### config.mk
export PLATFORM = sky130hd
export DESIGN_NAME = decode_stage
export DESIGN_NICKNAME = d
export VERILOG_FILES = /design/src/rtl/harvard_pkg.sv /design/src/rtl/dec_skid_buf.sv /design/src/rtl/decode_stage.sv
export SDC_FILE = /design/constraint.sdc
export NUM_CORES = 1
export LEC_CHECK = 0
export ABC_AREA = 1
export CORE_MARGIN = 5
export CORE_UTILIZATION = 50
export CTS_BUF_LIST = sky130_fd_sc_hd__clkbuf_8
export DETAILED_ROUTE_END_ITERATION = 7
export PLACE_DENSITY_LB_ADDON = 0.3
export SLEW_MARGIN = 10
export SYNTH_ARGS = -nofsm -noshare
export SYNTH_HDL_FRONTEND = slang
export SYNTH_HIERARCHICAL = 1
export SYNTH_SLANG_ARGS = --single-unit
### constraint.sdc
create_clock -name clk -period 1.8 [get_ports clk]
set_clock_uncertainty 0.05 [all_clocks]
set_input_delay 0.27 -clock clk [delete_from_list [all_inputs] [get_ports clk]]
set_output_delay 0.27 -clock clk [all_outputs]
set_load 0.1 [all_outputs]
### src/rtl/harvard_pkg.sv
// harvard_pkg: shared definitions for the 16-bit Harvard core decode path.
//   - opcode constants OP_LDI..OP_SHR (opcode field is instr[31:26])
//   - op_class_e / alu_op_e encodings presented to execute
//   - dec_bundle_t: every payload field the decode stage presents
//   - decode_instr(): pure combinational decoder, shared by RTL and bench
package harvard_pkg;

  localparam int INSTR_W = 32;
  localparam int IMM_MAX_W = 16;
  localparam int ADDR_MAX_W = 16;

  localparam logic [5:0] OP_LDI  = 6'd0;
  localparam logic [5:0] OP_MOV  = 6'd1;
  localparam logic [5:0] OP_LD   = 6'd2;
  localparam logic [5:0] OP_ST   = 6'd3;
  localparam logic [5:0] OP_ADD  = 6'd4;
  localparam logic [5:0] OP_SUB  = 6'd5;
  localparam logic [5:0] OP_NEG  = 6'd6;
  localparam logic [5:0] OP_MUL  = 6'd7;
  localparam logic [5:0] OP_AND  = 6'd8;
  localparam logic [5:0] OP_OR   = 6'd9;
  localparam logic [5:0] OP_XOR  = 6'd10;
  localparam logic [5:0] OP_NAND = 6'd11;
  localparam logic [5:0] OP_NOR  = 6'd12;
  localparam logic [5:0] OP_XNOR = 6'd13;
  localparam logic [5:0] OP_NOT  = 6'd14;
  localparam logic [5:0] OP_SHL  = 6'd15;
  localparam logic [5:0] OP_SHR  = 6'd16;

  typedef enum logic [2:0] {
    CLS_LDI = 3'd0,
    CLS_MOV = 3'd1,
    CLS_LD  = 3'd2,
    CLS_ST  = 3'd3,
    CLS_ALU = 3'd4,
    CLS_ILL = 3'd7
  } op_class_e;

  typedef enum logic [3:0] {
    ALU_ADD  = 4'd0,
    ALU_SUB  = 4'd1,
    ALU_NEG  = 4'd2,
    ALU_MUL  = 4'd3,
    ALU_AND  = 4'd4,
    ALU_OR   = 4'd5,
    ALU_XOR  = 4'd6,
    ALU_NAND = 4'd7,
    ALU_NOR  = 4'd8,
    ALU_XNOR = 4'd9,
    ALU_NOT  = 4'd10,
    ALU_SHL  = 4'd11,
    ALU_SHR  = 4'd12
  } alu_op_e;

  // imm/addr are carried at their maximum width; the stage slices them to
  // DATA_W / MA_W at its ports (upper bits are always zero).
  typedef struct packed {
    op_class_e             cls;
    alu_op_e               alu_op;
    logic [4:0]            rd2;
    logic [4:0]            rd1;
    logic [4:0]            rs2;
    logic [4:0]            rs1;
    logic                  rd2_en;
    logic                  rd1_en;
    logic                  rs2_en;
    logic                  rs1_en;
    logic [IMM_MAX_W-1:0]  imm;
    logic [ADDR_MAX_W-1:0] addr;
    logic                  mem_re;
    logic                  mem_we;
  } dec_bundle_t;

  // Crack one instruction word. data_w / ma_w select the immediate and
  // address widths; fields not used by an opcode stay zero.
  function automatic dec_bundle_t decode_instr(input logic [INSTR_W-1:0] instr,
                                               input int unsigned data_w,
                                               input int unsigned ma_w);
    dec_bundle_t d;
    logic [5:0]  opc;
    logic [4:0]  imm_sh;
    logic [4:0]  addr_sh;
    d       = '0;
    opc     = instr[31:26];
    imm_sh  = 5'(IMM_MAX_W - data_w);
    addr_sh = 5'(ADDR_MAX_W - ma_w);
    if (opc == OP_LDI) begin
      d.cls    = CLS_LDI;
      d.rd2    = instr[25:21];
      d.rd2_en = 1'b1;
      d.imm    = instr[15:0] & (16'hFFFF >> imm_sh);
    end else if (opc == OP_MOV) begin
      d.cls    = CLS_MOV;
      d.rd2    = instr[25:21];
      d.rd2_en = 1'b1;
      d.rs1    = instr[4:0];
      d.rs1_en = 1'b1;
    end else if (opc == OP_LD) begin
      d.cls    = CLS_LD;
      d.rd2    = instr[25:21];
      d.rd2_en = 1'b1;
      d.addr   = instr[15:0] & (16'hFFFF >> addr_sh);
      d.mem_re = 1'b1;
    end else if (opc == OP_ST) begin
      // Store address sits left-justified at [25:26-MA_W].
      d.cls    = CLS_ST;
      d.addr   = instr[25:10] >> addr_sh;
      d.rs1    = instr[4:0];
      d.rs1_en = 1'b1;
      d.mem_we = 1'b1;
    end else if ((opc >= OP_ADD) && (opc <= OP_SHR)) begin
      d.cls    = CLS_ALU;
      d.alu_op = alu_op_e'(4'(opc - OP_ADD));
      d.rd1    = instr[20:16];
      d.rd1_en = 1'b1;
      d.rs1    = instr[4:0];
      d.rs1_en = 1'b1;
      // Unary ops have no second source.
      if ((opc == OP_NEG) || (opc == OP_NOT)) begin
        d.rs2    = 5'd0;
        d.rs2_en = 1'b0;
      end else begin
        d.rs2    = instr[9:5];
        d.rs2_en = 1'b1;
      end
      // MUL writes the high half to rd2, low half to rd1.
      if (opc == OP_MUL) begin
        d.rd2    = instr[25:21];
        d.rd2_en = 1'b1;
      end else begin
        d.rd2    = 5'd0;
        d.rd2_en = 1'b0;
      end
    end else begin
      d.cls = CLS_ILL;
    end
    return d;
  endfunction

endpackage

### src/rtl/dec_skid_buf.sv
// dec_skid_buf: generic two-entry valid/ready skid buffer with flush.
//   clk, rst_n          clock, async active-low reset
//   flush               synchronous invalidate of both entries; wins over transfers
//   in_valid/in_ready   upstream handshake (in_ready is registered = !skid_full)
//   in_data [W]         payload captured on an input transfer
//   out_valid/out_ready downstream handshake, out_data is the output register
module dec_skid_buf #(
  parameter int W = 8
) (
  input  logic         clk,
  input  logic         rst_n,
  input  logic         flush,
  input  logic         in_valid,
  output logic         in_ready,
  input  logic [W-1:0] in_data,
  output logic         out_valid,
  input  logic         out_ready,
  output logic [W-1:0] out_data
);

  logic         or_valid_q, or_valid_d;
  logic [W-1:0] or_data_q, or_data_d;
  logic         sr_valid_q, sr_valid_d;
  logic [W-1:0] sr_data_q, sr_data_d;
  logic         rdy_q, rdy_d;
  logic         in_fire_s;
  logic         out_fire_s;

  assign in_fire_s  = in_valid & rdy_q;
  assign out_fire_s = or_valid_q & out_ready;

  // Next-state for output register, skid register and registered ready.
  always_comb begin
    or_valid_d = or_valid_q;
    or_data_d  = or_data_q;
    sr_valid_d = sr_valid_q;
    sr_data_d  = sr_data_q;
    if (flush) begin
      or_valid_d = 1'b0;
      sr_valid_d = 1'b0;
    end else if (out_fire_s && sr_valid_q) begin
      // in_ready is low whenever the skid is full, so no input competes here.
      or_valid_d = 1'b1;
      or_data_d  = sr_data_q;
      sr_valid_d = 1'b0;
    end else if (in_fire_s) begin
      if (!or_valid_q || out_fire_s) begin
        or_valid_d = 1'b1;
        or_data_d  = in_data;
      end else begin
        sr_valid_d = 1'b1;
        sr_data_d  = in_data;
      end
    end else if (out_fire_s) begin
      or_valid_d = 1'b0;
    end else begin
      or_valid_d = or_valid_q;
      sr_valid_d = sr_valid_q;
    end
    rdy_d = ~sr_valid_d;
  end

  // Buffer state registers.
  always_ff @(posedge clk or negedge rst_n) begin
    if (!rst_n) begin
      or_valid_q <= 1'b0;
      or_data_q  <= '0;
      sr_valid_q <= 1'b0;
      sr_data_q  <= '0;
      rdy_q      <= 1'b1;
    end else begin
      or_valid_q <= or_valid_d;
      or_data_q  <= or_data_d;
      sr_valid_q <= sr_valid_d;
      sr_data_q  <= sr_data_d;
      rdy_q      <= rdy_d;
    end
  end

  assign in_ready  = rdy_q;
  assign out_valid = or_valid_q;
  assign out_data  = or_data_q;

endmodule

### src/rtl/decode_stage.sv
// decode_stage: registered instruction decode for the 16-bit Harvard core.
//   clk, rst_n            clock, async active-low reset
//   flush                 drops buffered decodes and any same-cycle input
//   in_valid/in_ready     fetch handshake, in_instr[31:0] (opcode = [31:26])
//   out_valid/out_ready   execute handshake
//   out_class, out_alu_op decoded op class and ALU op
//   out_rd2/rd1/rs2/rs1   register indices, *_en marks fields in use
//   out_imm, out_addr     immediate (DATA_W) and data address (MA_W)
//   out_mem_re/we         memory read / write strobes
//   illegal_cnt           saturating count of accepted illegal opcodes
module decode_stage
  import harvard_pkg::*;
#(
  parameter int DATA_W = 16,
  parameter int MA_W   = 8,
  parameter int CNT_W  = 8
) (
  input  logic              clk,
  input  logic              rst_n,
  input  logic              flush,
  input  logic              in_valid,
  output logic              in_ready,
  input  logic [31:0]       in_instr,
  output logic              out_valid,
  input  logic              out_ready,
  output logic [2:0]        out_class,
  output logic [3:0]        out_alu_op,
  output logic [4:0]        out_rd2,
  output logic [4:0]        out_rd1,
  output logic [4:0]        out_rs2,
  output logic [4:0]        out_rs1,
  output logic              out_rd2_en,
  output logic              out_rd1_en,
  output logic              out_rs2_en,
  output logic              out_rs1_en,
  output logic [DATA_W-1:0] out_imm,
  output logic [MA_W-1:0]   out_addr,
  output logic              out_mem_re,
  output logic              out_mem_we,
  output logic [CNT_W-1:0]  illegal_cnt
);

  localparam int BUNDLE_W = $bits(dec_bundle_t);
  localparam logic [CNT_W-1:0] CNT_MAX = {CNT_W{1'b1}};

  dec_bundle_t         dec_s;
  dec_bundle_t         out_b_s;
  logic [BUNDLE_W-1:0] out_vec_s;
  logic                in_fire_s;
  logic [CNT_W-1:0]    illegal_cnt_q, illegal_cnt_d;

  // Decode the incoming word combinationally; the skid buffer registers it.
  always_comb begin
    dec_s = decode_instr(in_instr, DATA_W, MA_W);
  end

  dec_skid_buf #(
    .W(BUNDLE_W)
  ) u_skid (
    .clk       (clk),
    .rst_n     (rst_n),
    .flush     (flush),
    .in_valid  (in_valid),
    .in_ready  (in_ready),
    .in_data   (dec_s),
    .out_valid (out_valid),
    .out_ready (out_ready),
    .out_data  (out_vec_s)
  );

  assign out_b_s   = out_vec_s;
  assign in_fire_s = in_valid & in_ready;

  // Illegal-opcode counter next state; a flushed input is not counted.
  always_comb begin
    if (in_fire_s && !flush && (dec_s.cls == CLS_ILL) && (illegal_cnt_q != CNT_MAX)) begin
      illegal_cnt_d = illegal_cnt_q + {{(CNT_W-1){1'b0}}, 1'b1};
    end else begin
      illegal_cnt_d = illegal_cnt_q;
    end
  end

  // Illegal-opcode counter register; flush intentionally leaves it alone.
  always_ff @(posedge clk or negedge rst_n) begin
    if (!rst_n) begin
      illegal_cnt_q <= '0;
    end else begin
      illegal_cnt_q <= illegal_cnt_d;
    end
  end

  assign illegal_cnt = illegal_cnt_q;
  assign out_class   = out_b_s.cls;
  assign out_alu_op  = out_b_s.alu_op;
  assign out_rd2     = out_b_s.rd2;
  assign out_rd1     = out_b_s.rd1;
  assign out_rs2     = out_b_s.rs2;
  assign out_rs1     = out_b_s.rs1;
  assign out_rd2_en  = out_b_s.rd2_en;
  assign out_rd1_en  = out_b_s.rd1_en;
  assign out_rs2_en  = out_b_s.rs2_en;
  assign out_rs1_en  = out_b_s.rs1_en;
  assign out_imm     = out_b_s.imm[DATA_W-1:0];
  assign out_addr    = out_b_s.addr[MA_W-1:0];
  assign out_mem_re  = out_b_s.mem_re;
  assign out_mem_we  = out_b_s.mem_we;

endmodule

==> flow_summary.toml, run 1 <==
[cts]
numCtsBuffers = 17
cts_tree = "done"
clockRootBuffer = "clkbuf_8"
h-tree-depth = 4
cts.sinks = 125
clkSlewWorstSetupHoldPaths_ns = 0.07
clk_latency_ns = 0.45
clock_path_buffers = 2

[logic_synthesis]
syn_nets = 930
syn_avg_cell_area_um2 = 7.218
yosysWarningCount = 6
synthCells = 888
synth_area_mm2 = 0.006410

[setup_path]
regToRegSetupSlack_ns = 0.19
cp.arrival_ns = 1.98
critical_path.max_fanout = 6
end_kind = "flop"
worstSetupPathType = "in2reg"
required_ns = 2.13
critical_path.startpoint_type = "primary input"

[final_layout]
layout-drive-gt1-share_pct = 19.08
n_antenna_cell = 0
fillers = 991
stdcell_count = 1189
syn_to_final_growth_pct = 39.80
final_core_util_pct = 71.01
nets = 1046

[placement]
dpl.hpwl_mm = 11.56
gp_congestion = 0.8777
dp.cells = 1155
port_buffers = 103

[pwr]
power_density_mw_per_mm2 = 894.4
peakVddDrop_mv = 1.323
p_leak_nw = 4.926

[floorplan]
ios = 104
die_w_um = 123.2
die_y_um = 123.2
dieArea_mm2 = 0.01518
coreArea_mm2 = 0.01262
placementRows = 41
start_util_pct = 50.79

[grt]
overflow = 0
antenna_found_initial = 0
grt_max_degree = 64
grt_usage_pct = 23.48
grt_pass1_vias = 5745
grt_pass1_wl_mm = 28.00

[drt]
drt-initial-drc-count = 658
drc = 0
avgRoutedWirePerCell_um = 14.23
totalWireLength_mm = 16.91
drt-vias-per-instance = 4.992
ant_nets = 0
drtPass1Iterations = 5
vias = 5936

[status]
status = "finished, final reports clean"

[hold_path]
min_path_type = "in2reg"

[flow_run]
drv_cap = 0

[timing]
finalHoldViolations = 0
setup_tns_ns = 0
maxSlewViolCount = 0
slew-limit-headroom_pct = 76.69
worst_pin_slew_ns = 0.3497
max_freq_mhz = 608.7
setup_viol = 0
fin_crit_ns = 1.643
rsz0062_at_grt = "false"
finalCritPeriodShare_pct = 91.27
## worst max-delay path: stages
cell	delay, ns
clkdlybuf4s50_1	0.52
nor2_4	0.18
nand2_1	0.08
nand2_2	0.11
nand2_2	0.08
nor2_4	0.16
inv_4	0.07
buf_4	0.15
nor2_2	0.11
nand2_1	0.07
nand2_1	0.07
nand2_1	0.06
nand2_1	0.06
## per-layer routing
layer  track usage [%]  up-vias  share of wire, %
met3             5.489       26               8.0
met2             38.02      243                48
met1             31.28     2723                42
met5                 0        -                 0
li1                  -     2944                 -
met4             7.682        0               1.9
## power by group
part	switching [mW]	internal (mW)	total [mW]
Combinational	1.47	0.797	2.26
Clock	1.07	1.39	2.46
Sequential	0.246	3.05	3.29
Total	2.78	5.23	8.01
## cells in the final DEF, fill, tap and decap left out, types with 2 or more instances in the layout
| cell type | n |
|---|---|
| a21oi_4 | 2 |
| buf_12 | 76 |
| buf_4 | 37 |
| bufinv_16 | 2 |
| clkbuf_8 | 22 |
| clkdlybuf4s50_1 | 33 |
| clkinv_2 | 5 |
| dfrtp_1 | 117 |
| dfrtp_2 | 6 |
| dlymetal6s2s_1 | 2 |
| ha_1 | 3 |
| inv_1 | 46 |
| inv_2 | 7 |
| nand2_1 | 499 |
| nand2_2 | 9 |
| nand3_1 | 60 |
| nand3_2 | 2 |
| nand3b_1 | 2 |
| nand4_1 | 9 |
| nor2_1 | 36 |
| nor2_2 | 13 |
| nor2_4 | 6 |
| o21ai_0 | 3 |
| o22ai_1 | 8 |
| xor2_1 | 2 |
## state kept, by name (all words and copies together) (netlist names)
name,flops
u_skid/out_data,57
u_skid/sr_data_q,57
illegal_cnt,8
u_skid/in_ready,1
u_skid/out_valid,1
u_skid/sr_valid_q,1
## stage by stage
stage	hold slack [ns]	cell area (um2)	worst slack, ns	total power [mW]
2_1_floorplan	-0.07559	6425	0.008235	4.623
3_3_place_gp	0.2686	8499	-0.3278	5.560
3_5_place_dp	0.2664	8499	-0.4244	5.592
4_1_cts	0.3422	8909	0.04188	8.038
5_1_grt	0.2860	8961	0.01790	8.323
6_report	0.2569	8961	0.1572	8.015
## path summary, 6_finish.rpt
kind,from,endpoint,cells past startpoint
max,in_instr[27],u_skid/out_data[52],13
min,in_instr[28],u_skid/sr_data_q[60],5
max reg2reg,illegal_cnt[0],illegal_cnt[2],7
min reg2reg,u_skid/sr_data_q[22],u_skid/sr_data_q[22],2
max in group asynchronous,rst_n,u_skid/in_ready,3
min in group asynchronous,rst_n,u_skid/out_data[29],3
## cell type report
type / count / area [um2] / area share, %
Clock buffer: 22 / 302.8 / 3.379
Tap cell: 172 / 215.2 / 2.402
Multi-Input combinational cell: 660 / 2844 / 31.74
Sequential cell: 125 / 3144 / 35.09
Inverter: 51 / 193.9 / 2.164
Clock inverter: 10 / 96.34 / 1.075
Timing Repair Buffer: 149 / 2165 / 24.16
## what timing repair did
action / in CTS / in global routing
resized for setup: 0 / 15
hold buffers: 1 / 0
endpoints found under the setup margin: 0 / 30
endpoints found under the hold margin: 124 / 0
buffers inserted: 0 / 1
No activity file was read; power rests on OpenSTA's default activity.
==> run 2: changes to the inputs <==
==> constraint.sdc (replaced) <==
create_clock -name clk -period 1.8 [get_ports clk]
set_clock_uncertainty 0.05 [all_clocks]
set_input_delay 0.54 -clock clk [delete_from_list [all_inputs] [get_ports clk]]
set_output_delay 0.54 -clock clk [all_outputs]
set_load 0.1 [all_outputs]
==> flow_summary.toml, run 2 (synthesized netlist as in run 1, its figures left out) <==
[grt]
grt_pass1_wl_mm = 28.54
overflow = 0
grt_pass1_vias = 5861
antenna_found_initial = 0
grt_usage_pct = 24.02
grt_max_degree = 37

[pwr]
p_leak_nw = 5.007
peakVddDrop_mv = 0.8454
power_density_mw_per_mm2 = 842.6

[cts]
cts_tree = "done"
cts.sinks = 125
clockRootBuffer = "clkbuf_8"
h-tree-depth = 4
clk_latency_ns = 0.44
clock_path_buffers = 2
clkSlewWorstSetupHoldPaths_ns = 0.07
numCtsBuffers = 17

[final_layout]
nets = 1059
n_antenna_cell = 0
syn_to_final_growth_pct = 42.24
stdcell_count = 1201
layout_commonest_cell = "nand2_1"
layout-drive-gt1-share_pct = 20.41
mostFrequentLayoutCells = "499 x nand2_1, 117 x dfrtp_1, 79 x buf_12"

[floorplan]
start_util_pct = 50.79
placementRows = 41
die_y_um = 123.2
dieArea_mm2 = 0.01518
die_w_um = 123.2
coreArea_mm2 = 0.01262
ios = 104

[drt]
vias = 6096
drtPass1Iterations = 5
drt-vias-per-instance = 5.076
ant_nets = 0
drc = 0
wl_met2_mm = 8.260
totalWireLength_mm = 17.45
avgRoutedWirePerCell_um = 14.53
wl_met1_mm = 7.283
wl_met3_mm = 1.381
drt-initial-drc-count = 495
top_layer = "met4"

[timing]
worst_pin_slew_ns = 0.4544
maxSlewViolCount = 0
holdWs_ns = 0.4211
setup_ws_ns = -0.05896
finalHoldViolations = 0
rsz0062_at_grt = "true"
setup_viol = 1
fin_crit_ns = 1.859
slew-limit-headroom_pct = 69.50
max_freq_mhz = 537.9
finalCritPeriodShare_pct = 103.3

[flow_run]
drv_cap = 0

[setup_path]
crit_family = "flip-flops"
worstSetupPathType = "reg2out"
r2r_end = "u_skid/sr_data_q[55]"
critical_path.startpoint_type = "flop"
required_ns = 1.21
cp_num_cells = 1
end_kind = "output port"
cp.arrival_ns = 1.27
cp_cell_sequence = "buf_12"
critPathMaxStageDelay_ns = 0.65
reg2reg_depth = 6
critical_path.max_fanout = 3
cp_slowest_cell = "dfstp_4"
regToRegSetupSlack_ns = 0.17
cp.buffers_inverters = 1
rr_startpoint = "u_skid/in_ready"

[placement]
port_buffers = 103
gp_congestion = 0.8746
dp.cells = 1161
dpl.hpwl_mm = 12.04

[hold_path]
whs_path_depth = 2
hold_end = "u_skid/sr_data_q[19]"
hp-start = "u_skid/sr_data_q[19]"
min_path_type = "reg2reg"

[status]
status = "complete, but fails checks"
violations = "setup timing"
run 2: cell types whose count changed in the layout (fill, tap and decap cells not counted), moves of 3 or more:
| cell | before | now |
|---|---|---|
| clkinv_2 | 5 | 1 |
| clkdlybuf4s50_1 | 33 | 29 |
| nor2_4 | 6 | 12 |
| inv_1 | 46 | 51 |
| nor2_1 | 36 | 31 |
| buf_12 | 76 | 79 |
| buf_4 | 37 | 45 |
run 2: through the flow:
step	total power [mW]	setup WS, ns	instance area (um2)	setup TNS (ns)	utilization, %
floorplan	4.632	-0.01776	6470	-0.05448	-
CTS	7.711	-0.07700	9061	-0.07700	71.80
global route	8.010	-0.08551	9117	-0.1342	72.25
finish	7.682	-0.05896	9117	-0.05896	72.25
detailed placement	5.627	-0.7646	8623	-72.10	68.33
global placement	5.597	-0.7011	8623	-67.18	68.33
run 2: final cells by class:
cell class / count / area [um2]
clock buffers: 21 / 289.0
clock inverters: 10 / 38.79
fillers: 975 / 3502
inverters: 51 / 220.2
multi-input cells: 660 / 2910
flip-flops and latches: 125 / 3144
well taps: 172 / 215.2
repair buffers: 161 / 2293
repair inverters: 1 / 6.256
run 2: routing by layer:
layer	up-vias	track usage, %
li1	2961	-
met1	2825	32.44
met2	269	36.87
met3	41	5.261
met4	0	11.56
met5	-	0
run 2: worst max path at each step:
stage,startpoint,to,slack [ns]
after floorplan,in_instr[29],u_skid/out_data[62],-0.02
after global placement,in_instr[29],u_skid/out_data[63],-0.70
after detailed placement,in_instr[29],u_skid/out_data[63],-0.76
after CTS,u_skid/in_ready,in_ready,-0.08
after global routing,u_skid/in_ready,in_ready,-0.09
final,u_skid/in_ready,in_ready,-0.06
run 2: worst reg2reg max path, delay by kind of cell, from the launching register on:
family | cells | cell delay (ns)
flip-flops | 1 | 0.65
AND/OR/NAND/NOR | 5 | 0.61
buffers and inverters | 1 | 0.20
run 2: what timing repair did:
action / in CTS / in global routing
gates cloned: 1 / 0
setup buffers: 4 / 3
resized for setup: 25 / 16
pin swaps: 9 / 12
hold buffers: 1 / 0
endpoints found under the hold margin: 11 / 0
setup endpoints to repair: 116 / 92
run 2: report_power, final:
part / switching, mW / internal [mW]
combinational: 1.50 / 0.830
sequential: 0.242 / 3.05
clock: 1.02 / 1.04
==> run 3: changes to the inputs <==
--- a/config.mk
+++ b/config.mk
@@ -7,7 +7,7 @@
 export LEC_CHECK = 0
 export ABC_AREA = 1
 export CORE_MARGIN = 5
-export CORE_UTILIZATION = 50
+export CORE_UTILIZATION = 55
 export CTS_BUF_LIST = sky130_fd_sc_hd__clkbuf_8
 export DETAILED_ROUTE_END_ITERATION = 7
 export PLACE_DENSITY_LB_ADDON = 0.3
==> constraint.sdc (replaced) <==
create_clock -name clk -period 1.8 [get_ports clk]
set_clock_uncertainty 0.05 [all_clocks]
set_input_delay 0.54 -clock clk [delete_from_list [all_inputs] [get_ports clk]]
set_output_delay 0.54 -clock clk [all_outputs]
set_load 0.02 [all_outputs]
==> flow_summary.toml, run 3 (synthesized netlist as in run 1, its figures left out) <==
[setup_path]
crit_family = "flip-flops"
cp.buffers_inverters = 1
cp_num_cells = 1
r2r_end = "illegal_cnt[4]"
critPathLaunch = "u_skid/out_data[40]"
reg2reg_depth = 7
cp.arrival_ns = 1.17
worstSetupPathType = "reg2out"
endpoint = "out_rs1[2]"
regToRegSetupSlack_ns = 0.27
cp_cell_sequence = "dlygate4sd2_1"
critPathMaxStageDelay_ns = 0.40
rr_startpoint = "illegal_cnt[0]"
end_kind = "output port"
critical_path.startpoint_type = "flop"
cp_slowest_cell = "dfrtp_1"
required_ns = 1.21
critical_path.max_fanout = 2

[grt]
grtUsageMet3_pct = 6.103
overflow = 0
gr-max-usage-layer = "met2"
grt_usage_pct = 25.37
grt_pass1_vias = 5896
grt_pass1_wl_mm = 29.17
grt_max_degree = 58
grtUsageMet2_pct = 38.26
antenna_found_initial = 0
grt_use_met1_pct = 34.91

[drt]
drc = 0
vias = 5974
totalWireLength_mm = 16.92
ant_nets = 0
drt-initial-drc-count = 628
drt-vias-per-instance = 5.154
avgRoutedWirePerCell_um = 14.60
drtPass1Iterations = 5

[floorplan]
dieArea_mm2 = 0.01391
coreArea_mm2 = 0.01142
start_util_pct = 56.14
die_w_um = 118.0
ios = 104
placementRows = 39
die_y_um = 118.0

[pwr]
peakVddDrop_mv = 0.5834
power_density_mw_per_mm2 = 809.0
intPower_mw = 4.646
p_leak_nw = 4.826
switching_power_mw = 2.056
combPwrFrac_pct = 18.3
swShare_pct = 30.67
clkPwrFrac_pct = 34.0
seq_power_share_pct = 47.6

[timing]
maxSlewViolCount = 0
fin_crit_ns = 1.764
worst_pin_slew_ns = 0.4174
slew-limit-headroom_pct = 71.88
setup_viol = 0
finalCritPeriodShare_pct = 97.99
max_freq_mhz = 566.9
finalHoldViolations = 0

[cts]
cts.sinks = 125
numCtsBuffers = 17
cts_tree = "done"
h-tree-depth = 4
clk_latency_ns = 0.44
clkSlewWorstSetupHoldPaths_ns = 0.08
clock_path_buffers = 2
clockRootBuffer = "clkbuf_8"

[placement]
dp.cells = 1121
port_buffers = 103
gp_congestion = 0.8536
dpl.hpwl_mm = 11.07
placedInstanceArea_mm2 = 0.007864

[final_layout]
fin_area_mm2 = 0.008284
regArea_mm2 = 0.003132
nets = 1045
n_antenna_cell = 0
multi_input_area_mm2 = 0.002908
layout_commonest_cell = "nand2_1"
stdcell_count = 1159
mostFrequentLayoutCells = "497 x nand2_1, 122 x dfrtp_1, 60 x nand3_1"
syn_to_final_growth_pct = 29.24
layout-drive-gt1-share_pct = 14.67
fillers = 912

[status]
status = "finished, final reports clean"

[hold_path]
min_path_type = "reg2reg"

[flow_run]
drv_cap = 0
## run 3: cell count changes in the layout (fill, tap and decap cells not counted), sizes merged
cell	change
inv	-9
dlygate4sd2	+43
clkbuf	+6
clkinvlp	+4
bufinv	+1
clkinv	+8
clkdlybuf4s15	+15
buf	-81
## run 3: layout make-up
cell class	instances	share of cell area, %
flip-flops and latches	125	37.80
well taps	143	2.160
clock buffers	18	2.990
multi-input cells	660	35.10
repair buffers	147	17.73
repair inverters	1	0.07552
clock inverters	14	1.450
inverters	51	2.688
## run 3: power by group through the flow
stage | combinational, mW | clock [mW] | sequential, mW
floorplan | 0.500 | 0 | 3.37
global placement | 1.26 | 0 | 3.23
detailed placement | 1.28 | 0 | 3.24
CTS | 1.21 | 2.32 | 3.19
global route | 1.35 | 2.47 | 3.23
finish | 1.23 | 2.28 | 3.19
## run 3: how the worst min path moves through the flow
| stage | startpoint | endpoint | slack [ns] | cells after the start |
|---|---|---|---|---|
| 2_1_floorplan | rst_n | illegal_cnt[0] | 0.19 | 0 |
| 3_3_place_gp | u_skid/sr_data_q[37] | u_skid/sr_data_q[37] | 0.40 | 2 |
| 3_5_place_dp | u_skid/sr_data_q[28] | u_skid/sr_data_q[28] | 0.41 | 2 |
| 6_report | u_skid/out_data[25] | u_skid/out_data[25] | 0.42 | 2 |
| 5_1_grt | u_skid/sr_data_q[27] | u_skid/sr_data_q[27] | 0.44 | 2 |
| 4_1_cts | u_skid/sr_data_q[25] | u_skid/sr_data_q[25] | 0.43 | 2 |
## run 3: routing by layer
layer / part of all wire, % / vias up
met1: 42 / 2755
met5: 0 / -
met3: 7.0 / 49
li1: - / 2935
met2: 47 / 235
met4: 3.2 / 0
## run 3: through the flow
stage          utilization, %  setup WS [ns]  hold WS [ns]  setup TNS [ns]  total power, mW
2_1_floorplan               -      -0.007498        0.1944       -0.007498            3.870
3_3_place_gp            68.87        -0.6814        0.4031          -66.20            4.488
3_5_place_dp            68.87        -0.7426        0.4084          -71.68            4.512
4_1_cts                 71.71      0.0004491        0.4267               0            6.719
5_1_grt                 72.55      -0.007219        0.4392       -0.007219            7.049
6_report                72.55        0.03614        0.4216               0            6.702
## run 3: timing repair
action	4_1_cts	5_1_grt
endpoints found under the setup margin	181	98
gates cloned	0	1
endpoints found under the hold margin	21	0
buffers inserted	1	3
hold buffers	1	0
pin swaps	1	10
resized for setup	91	59
## run 3: tightest hold or removal path, cell delays in order, from the launching register on
cell,delay (ns)
dfrtp_1,0.34
nand2_1,0.05
nand2_1,0.05
